===== src/rtl/ahbl_uart_rx_pkg.sv =====
// Shared definitions for the AHB-Lite UART receiver: register map, FSM states, bus payload.
package ahbl_uart_rx_pkg;

    localparam int unsigned DATA_W  = 32;
    localparam int unsigned PRESC_W = 16;
    localparam int unsigned TICK_W  = 4;
    localparam int unsigned BYTE_W  = 8;
    localparam int unsigned BIT_W   = 3;

    // Word offsets decoded from HADDR[3:2]
    localparam logic [1:0] REG_DATA     = 2'd0;
    localparam logic [1:0] REG_STATUS   = 2'd1;
    localparam logic [1:0] REG_PRESCALE = 2'd2;
    localparam logic [1:0] REG_CTRL     = 2'd3;

    // Oversample tick thresholds: mid start bit, then one full bit period
    localparam logic [TICK_W-1:0] HALF_BIT_LAST = 4'd7;
    localparam logic [TICK_W-1:0] FULL_BIT_LAST = 4'd15;
    localparam logic [BIT_W-1:0]  LAST_DATA_BIT = 3'd7;

    typedef enum logic [1:0] {
        RX_IDLE  = 2'd0,
        RX_START = 2'd1,
        RX_DATA  = 2'd2,
        RX_STOP  = 2'd3
    } rx_state_e;

    // Registered AHB address phase
    typedef struct packed {
        logic       valid;
        logic       write;
        logic [1:0] addr;
    } ahb_aphase_t;

endpackage


===== src/rtl/uart_rx_fifo.sv =====
// Synchronous receive FIFO; push while full is dropped unless a pop happens in the same cycle.
module uart_rx_fifo #(
    parameter int unsigned DEPTH = 4,
    parameter int unsigned WIDTH = 8
) (
    input  logic             clk,
    input  logic             rst_n,
    input  logic             push,
    input  logic             pop,
    input  logic [WIDTH-1:0] din,
    output logic [WIDTH-1:0] dout,
    output logic             empty,
    output logic             full
);

    localparam int unsigned AW = $clog2(DEPTH);

    logic [AW:0]      wr_ptr_q;
    logic [AW:0]      rd_ptr_q;
    logic [WIDTH-1:0] mem_q [DEPTH];
    logic             do_push_c;
    logic             do_pop_c;

    assign empty     = (wr_ptr_q == rd_ptr_q);
    assign full      = (wr_ptr_q[AW] != rd_ptr_q[AW]) && (wr_ptr_q[AW-1:0] == rd_ptr_q[AW-1:0]);
    assign do_pop_c  = pop & ~empty;
    assign do_push_c = push & (~full | do_pop_c);
    assign dout      = mem_q[rd_ptr_q[AW-1:0]];

    // Pointer update
    always_ff @(posedge clk or negedge rst_n) begin
        if (!rst_n) begin
            wr_ptr_q <= '0;
            rd_ptr_q <= '0;
        end else begin
            if (do_push_c) wr_ptr_q <= wr_ptr_q + (AW+1)'(1);
            if (do_pop_c)  rd_ptr_q <= rd_ptr_q + (AW+1)'(1);
        end
    end

    // Storage; contents are only meaningful behind the pointers
    always_ff @(posedge clk) begin
        if (do_push_c) mem_q[wr_ptr_q[AW-1:0]] <= din;
    end

endmodule


===== src/rtl/ahbl_uart_rx.sv =====
// AHB-Lite UART receiver: 8N1 at 16x oversampling, receive FIFO, status/IRQ registers.
module ahbl_uart_rx
    import ahbl_uart_rx_pkg::*;
#(
    parameter int unsigned FIFO_DEPTH = 4
) (
    input  logic              HCLK,
    input  logic              HRESETn,
    input  logic [31:0]       HADDR,
    input  logic [1:0]        HTRANS,
    input  logic [2:0]        HSIZE,
    input  logic              HWRITE,
    input  logic              HREADY,
    input  logic              HSEL,
    input  logic [31:0]       HWDATA,
    output logic              HREADYOUT,
    output logic [DATA_W-1:0] HRDATA,
    input  logic              rx,
    output logic              IRQ
);

    ahb_aphase_t        aph_q;
    logic [PRESC_W-1:0] prescale_q;
    logic [PRESC_W-1:0] presc_cnt_q;
    logic               en_q;
    logic               irq_en_q;
    logic               ovr_q;
    logic               ferr_q;
    logic               irq_q;
    logic               rx_meta_q;
    logic               rx_sync_q;
    logic               rx_prev_q;
    rx_state_e          state_q;
    rx_state_e          state_d;
    logic [TICK_W-1:0]  tick_cnt_q;
    logic [BIT_W-1:0]   bit_cnt_q;
    logic [BYTE_W-1:0]  shift_q;

    logic               rd_c;
    logic               wr_c;
    logic               pop_c;
    logic               tick_c;
    logic               fall_c;
    logic               sample_c;
    logic               push_c;
    logic               ferr_set_c;
    logic               ovr_set_c;
    logic [BYTE_W-1:0]  fifo_dout;
    logic               fifo_empty;
    logic               fifo_full;
    logic               unused_ok;

    assign unused_ok = ^{HSIZE, HADDR[31:4], HADDR[1:0], HTRANS[0], HWDATA[31:16]};

    assign HREADYOUT = 1'b1;
    assign IRQ       = irq_q;

    assign wr_c      = aph_q.valid & aph_q.write;
    assign rd_c      = aph_q.valid & ~aph_q.write;
    assign pop_c     = rd_c & (aph_q.addr == REG_DATA) & ~fifo_empty;
    assign tick_c    = en_q & (presc_cnt_q >= prescale_q);
    assign fall_c    = rx_prev_q & ~rx_sync_q;
    assign ovr_set_c = push_c & fifo_full & ~pop_c;

    // Capture the address phase for the following data phase
    always_ff @(posedge HCLK or negedge HRESETn) begin
        if (!HRESETn) begin
            aph_q <= '0;
        end else begin
            aph_q.valid <= HSEL & HREADY & HTRANS[1];
            aph_q.write <= HWRITE;
            aph_q.addr  <= HADDR[3:2];
        end
    end

    // Read mux, valid during the data phase of a read
    always_comb begin
        HRDATA = '0;
        if (rd_c) begin
            case (aph_q.addr)
                REG_DATA:     HRDATA = fifo_empty ? '0 : DATA_W'(fifo_dout);
                REG_STATUS:   HRDATA = DATA_W'({ferr_q, ovr_q, fifo_full, ~fifo_empty});
                REG_PRESCALE: HRDATA = DATA_W'(prescale_q);
                default:      HRDATA = DATA_W'({irq_en_q, en_q});
            endcase
        end
    end

    // Control registers, sticky flags and the registered interrupt
    always_ff @(posedge HCLK or negedge HRESETn) begin
        if (!HRESETn) begin
            prescale_q <= '0;
            en_q       <= 1'b0;
            irq_en_q   <= 1'b0;
            ovr_q      <= 1'b0;
            ferr_q     <= 1'b0;
            irq_q      <= 1'b0;
        end else begin
            if (wr_c && aph_q.addr == REG_PRESCALE) prescale_q <= HWDATA[PRESC_W-1:0];
            if (wr_c && aph_q.addr == REG_CTRL) begin
                en_q     <= HWDATA[0];
                irq_en_q <= HWDATA[1];
            end
            // Set has priority over write-one-to-clear
            if (ovr_set_c)                                        ovr_q  <= 1'b1;
            else if (wr_c && aph_q.addr == REG_STATUS && HWDATA[2]) ovr_q  <= 1'b0;
            if (ferr_set_c)                                       ferr_q <= 1'b1;
            else if (wr_c && aph_q.addr == REG_STATUS && HWDATA[3]) ferr_q <= 1'b0;
            irq_q <= irq_en_q & (~fifo_empty | ovr_q | ferr_q);
        end
    end

    // Two-flop synchronizer plus previous value for edge detection
    always_ff @(posedge HCLK or negedge HRESETn) begin
        if (!HRESETn) begin
            rx_meta_q <= 1'b1;
            rx_sync_q <= 1'b1;
            rx_prev_q <= 1'b1;
        end else begin
            rx_meta_q <= rx;
            rx_sync_q <= rx_meta_q;
            rx_prev_q <= rx_sync_q;
        end
    end

    // Prescaler and oversample tick counter; idle/disabled keeps them at zero to align with the start edge
    always_ff @(posedge HCLK or negedge HRESETn) begin
        if (!HRESETn) begin
            presc_cnt_q <= '0;
            tick_cnt_q  <= '0;
        end else if (!en_q || state_q == RX_IDLE) begin
            presc_cnt_q <= '0;
            tick_cnt_q  <= '0;
        end else begin
            presc_cnt_q <= tick_c ? '0 : presc_cnt_q + PRESC_W'(1);
            if (sample_c)    tick_cnt_q <= '0;
            else if (tick_c) tick_cnt_q <= tick_cnt_q + TICK_W'(1);
        end
    end

    // Data bit counter and LSB-first shift register
    always_ff @(posedge HCLK or negedge HRESETn) begin
        if (!HRESETn) begin
            bit_cnt_q <= '0;
            shift_q   <= '0;
        end else if (state_q == RX_IDLE) begin
            bit_cnt_q <= '0;
        end else if (sample_c && state_q == RX_DATA) begin
            bit_cnt_q <= bit_cnt_q + BIT_W'(1);
            shift_q   <= {rx_sync_q, shift_q[BYTE_W-1:1]};
        end
    end

    // RX FSM state register
    always_ff @(posedge HCLK or negedge HRESETn) begin
        if (!HRESETn) state_q <= RX_IDLE;
        else          state_q <= state_d;
    end

    // RX FSM next state and per-cycle strobes
    always_comb begin
        state_d    = state_q;
        sample_c   = 1'b0;
        push_c     = 1'b0;
        ferr_set_c = 1'b0;
        case (state_q)
            RX_IDLE: begin
                if (fall_c) state_d = RX_START;
            end
            RX_START: begin
                if (tick_c && tick_cnt_q == HALF_BIT_LAST) begin
                    sample_c = 1'b1;
                    state_d  = rx_sync_q ? RX_IDLE : RX_DATA;
                end
            end
            RX_DATA: begin
                if (tick_c && tick_cnt_q == FULL_BIT_LAST) begin
                    sample_c = 1'b1;
                    if (bit_cnt_q == LAST_DATA_BIT) state_d = RX_STOP;
                end
            end
            default: begin
                if (tick_c && tick_cnt_q == FULL_BIT_LAST) begin
                    sample_c   = 1'b1;
                    state_d    = RX_IDLE;
                    push_c     = rx_sync_q;
                    ferr_set_c = ~rx_sync_q;
                end
            end
        endcase
        if (!en_q) begin
            state_d    = RX_IDLE;
            sample_c   = 1'b0;
            push_c     = 1'b0;
            ferr_set_c = 1'b0;
        end
    end

    uart_rx_fifo #(
        .DEPTH (FIFO_DEPTH),
        .WIDTH (BYTE_W)
    ) u_fifo (
        .clk   (HCLK),
        .rst_n (HRESETn),
        .push  (push_c),
        .pop   (pop_c),
        .din   (shift_q),
        .dout  (fifo_dout),
        .empty (fifo_empty),
        .full  (fifo_full)
    );

endmodule

===== config.mk =====
export PLATFORM = sky130hd
export DESIGN_NAME = ahbl_uart_rx
export DESIGN_NICKNAME = d
export VERILOG_FILES = /design/src/rtl/ahbl_uart_rx_pkg.sv /design/src/rtl/uart_rx_fifo.sv /design/src/rtl/ahbl_uart_rx.sv
export SDC_FILE = /design/constraint.sdc
export NUM_CORES = 1
export LEC_CHECK = 0
export ABC_CLOCK_PERIOD_IN_PS = 3650
export BUFFER_PORTS_ARGS = -buffer_cell sky130_fd_sc_hd__buf_4
export CORE_MARGIN = 2
export CORE_UTILIZATION = 29
export CTS_BUF_LIST = sky130_fd_sc_hd__clkbuf_4 sky130_fd_sc_hd__clkbuf_8
export DETAILED_ROUTE_END_ITERATION = 7
export SLEW_MARGIN = 20
export SYNTH_ARGS = -nofsm -noshare
export SYNTH_HDL_FRONTEND = slang
export SYNTH_SLANG_ARGS = --single-unit
export TNS_END_PERCENT = 5

===== constraint.sdc =====
create_clock -name HCLK -period 3.65 [get_ports HCLK]
set_input_delay 0 -clock HCLK [delete_from_list [all_inputs] [get_ports HCLK]]
set_output_delay 0 -clock HCLK [all_outputs]
set_load 0.02 [all_outputs]

==> results by group <==
Outcome
  – Status: finished clean

Clock network
  – CTS resizes: 0
  – Worst skew pair latency: 0.37 ns
  – Max H-tree Level: 3
  – TritonCTS Buffers: 9
  – Clock slew at reported path FFs: 0.11 ns
  – Worst-case clock buffer depth: 2
  – Sink Count: 99
  – Root Driver: clkbuf_8
  – Postcts setup bufs: 0
  – CTS hold repair buffers: 23
  – CTS tree: done

Global route
  – Initial antenna violation count: 0
  – Largest net degree at the start of global routing: 68
  – Total track usage: 11.7%
  – Grt ovf: 0
  – First-pass GRT wire length: 16.3 mm
  – Vias in the first global route: 3229

Drt
  – Met2 WL: 4.76 mm
  – WL met1: 4.69 mm
  – Detail Route Antenna Nets: 0
  – Via density: 4.53
  – DR WL/cell: 14.3 um
  – Vias post-DR: 3128
  – Number of remaining DRC errors: 0
  – DR pass1 iterations: 3
  – DR top layer: met4
  – Iteration-0 DRC Markers: 106
  – WL met3: 333 um
  – Overall routed net length: 9.89 mm

Die
  – Initial cell density of the core: 29.5%
  – Chip width: 134 um
  – Std-Cell Rows: 47
  – Core area: 16500 um2
  – Die H: 134 um
  – Io pins: 109
  – Die area: 17900 um2

Timing
  – Transition time of the tightest slew-check pin: 1.01 ns
  – Fin Setup TNS: 0 ns
  – Period utilization: 82.3%
  – Clock Skew: 0.0152 ns
  – Max Freq: 0.333 GHz
  – Hold Vio Cnt, Final: 0
  – Slew margin rel.: 32.3%
  – Min Tclk post-route: 3.00 ns
  – RSZ-0062 raised after global routing: false
  – Final setup fails: 0
  – Max Slew Vio Count: 0
  – Post-route setup slack: 0.647 ns

Synth
  – Mux cell area share after synthesis: 10.8%
  – Post-synthesis xor/xnor area fraction: 3.95%
  – Post-Synth Simple-Gate Area: 12.8%
  – Synth warn: 0
  – Synth Instances: 400
  – Syn Std Cell Area: 4880 um2
  – Number of synthesized flops with an enable pin: 32
  – Post-synth cell types: 49
  – Avg Cell Area, Syn: 12.2 um2
  – Main synth FF type: dfrtp_1
  – Adder-Cell Fraction of Synth Area: 6.41%
  – Ys async rst share: 67.7%
  – Flop and latch count out of synthesis: 99
  – Sequential-to-total area share from yosys stat: 54.2%
  – Post-synthesis compound-gate area fraction: 6.82%
  – Largest family of logic cells by synthesized area: simple AND/OR/NAND/NOR gates

Critical path
  – Crit-path cells: ha_1 -> nand4_1 -> nor4_2 -> a32oi_2 -> a211oi_2 -> and2_1
  – Crit-path slowest cell: a211oi_2
  – CP Launch Type: flip-flop
  – Critical path startpoint: presc_cnt_q[11]$_DFF_PN0_
  – R2R setup slack: 0.65 ns
  – Worst EP required: 3.67 ns
  – Setup CP Type: reg -> reg
  – Worst EP arrival: 3.02 ns
  – CP max FO: 9
  – Worst R2R Start: presc_cnt_q[11]$_DFF_PN0_
  – CP endpoint kind: flip-flop
  – Slowest stage delay, CP: 0.54 ns

Min path
  – Hold Path Class: in -> reg
  – Hold_sp: HADDR[2]

Layout
  – Share of cells above drive strength 1: 22.3%
  – Multi-input logic area: 2050 um2
  – Fin nets: 565
  – Filler instances: 1619
  – Fin area: 5810 um2
  – Ant. Diodes: 0
  – Sequential cell area: 2640 um2
  – Area growth syn-to-layout: 19.1%

Placement
  – Port Buffers: 41
  – Place WS: 0.657 ns
  – Placement Cell Area: 5370 um2
  – GP Congestion: 0.764
  – Hpwl dp: 7.02 mm

Pwr
  – Lkg Pwr: 0.00241 uW
  – Max VDD drop: 0.212 mV
  – PD cells: 390 nW/um2
  – Total chip power: 2260 uW

Run
  – Max-cap violations: 0
final cells by class:
cell class / instances / share of cell area, %
Sequential cell: 99 / 45.5
Timing Repair Buffer: 66 / 9.52
Multi-Input combinational cell: 270 / 35.4
Tap cell: 220 / 4.74
Inverter: 19 / 1.23
Clock inverter: 6 / 1.44
Clock buffer: 10 / 2.26
sequential cells by signal, summed over array words and instances (netlist names):
register	flops
ferr_q	1
IRQ	1
u_fifo.wr_ptr_q	3
tick_cnt_q	4
state_q	2
rx_meta_q	1
u_fifo.mem_q	32
bit_cnt_q	3
ovr_q	1
u_fifo.rd_ptr_q	3
shift_q	8
en_q	1
prescale_q	16
rx_prev_q	1
irq_en_q	1
aph_q	4
presc_cnt_q	16
rx_sync_q	1
metrics by stage:
| step | utilization (%) | cells | hold slack (ns) |
|---|---|---|---|
| after floorplan | - | 415 | -0.296 |
| after global placement | 32.5 | 651 | 0.109 |
| after detailed placement | 32.5 | 651 | 0.111 |
| after CTS | 35.2 | 690 | 0.249 |
| after global routing | 35.2 | 690 | 0.246 |
| final | 35.2 | 690 | 0.265 |
metal layers:
layer  GRT usage [%]  vias to the layer above
met3            2.74                       11
met1            15.3                     1539
li1                -                     1517
met2            19.8                       61
met4            2.66                        0
met5               0                        -
report_power, final:
| part | total (uW) | internal [uW] | switching, uW |
|---|---|---|---|
| registers | 1260 | 1200 | 57.6 |
| logic | 252 | 122 | 130 |
| clock network | 758 | 340 | 418 |
worst paths after layout:
path	end	cells past startpoint
min reg2reg	rx_sync_q$_DFF_PN1_	0
max	u_fifo.mem_q[3][4]$_DFFE_PP_	6
max in group asynchronous	presc_cnt_q[3]$_DFF_PN0_	2
max reg2reg	u_fifo.mem_q[3][4]$_DFFE_PP_	6
min	aph_q[0]$_DFF_PN0_	2
min in group asynchronous	prescale_q[10]$_DFFE_PN0P_	2
cells in the final DEF, fill, tap and decap left out, types with 5 or more instances in the layout:
cell / netlist / layout
a21oi_1: 11 / 11
a22o_1: 6 / 6
and2_1: 14 / 14
buf_4: 17 / 43
clkbuf_8: 0 / 9
conb_1: 2 / 17
dfrtp_1: 64 / 64
dlygate4sd3_1: 0 / 23
edfxtp_1: 32 / 32
ha_1: 25 / 25
inv_1: 19 / 19
mux2_2: 29 / 29
mux4_2: 8 / 8
nand2_1: 30 / 30
nand3_1: 9 / 9
nand4_1: 11 / 11
nor2_1: 33 / 33
nor2b_1: 5 / 5
o21ai_0: 7 / 7
xnor2_1: 7 / 7
xor2_1: 15 / 15
critical path, delay by kind of cell (launching register included):
| kind | cells | cell delay [ns] |
|---|---|---|
| simple gates | 3 | 1.02 |
| flops | 1 | 0.46 |
| fa+ha+maj | 1 | 0.34 |
| compound gates | 2 | 0.83 |
cells by family (layout without fill, tap and decap cells):
| group | after synthesis | in the layout |
|---|---|---|
| mux | 39 | 39 |
| fa+ha+maj | 25 | 25 |
| flops | 99 | 99 |
| other cells | 2 | 17 |
| compound gates | 43 | 43 |
| buf+inv | 46 | 101 |
| xor+xnor | 22 | 22 |
| simple gates | 124 | 124 |
synth_stat cells, types with 2 or more instances:
cell | n | area share [%]
dfrtp_1 | 64 | 33
nor2_1 | 33 | 2.5
edfxtp_1 | 32 | 20
nand2_1 | 30 | 2.3
mux2_2 | 29 | 6.7
ha_1 | 25 | 6.4
inv_1 | 19 | 1.5
buf_4 | 17 | 2.6
xor2_1 | 15 | 2.7
and2_1 | 14 | 1.8
a21oi_1 | 11 | 1.1
nand4_1 | 11 | 1.4
nand3_1 | 9 | 0.92
clkbuf_1 | 8 | 0.62
mux4_2 | 8 | 3.7
o21ai_0 | 7 | 0.72
xnor2_1 | 7 | 1.3
a22o_1 | 6 | 1.1
nor2b_1 | 5 | 0.64
and3_1 | 4 | 0.51
nand3b_1 | 4 | 0.62
dfstp_2 | 3 | 1.6
nand2b_1 | 3 | 0.38
nor3_1 | 3 | 0.31
nor3b_1 | 3 | 0.46
o211ai_1 | 3 | 0.46
a21boi_0 | 2 | 0.31
a2bb2oi_1 | 2 | 0.36
conb_1 | 2 | 0.15
mux2i_1 | 2 | 0.41
Power figures use the tool's default switching activity.
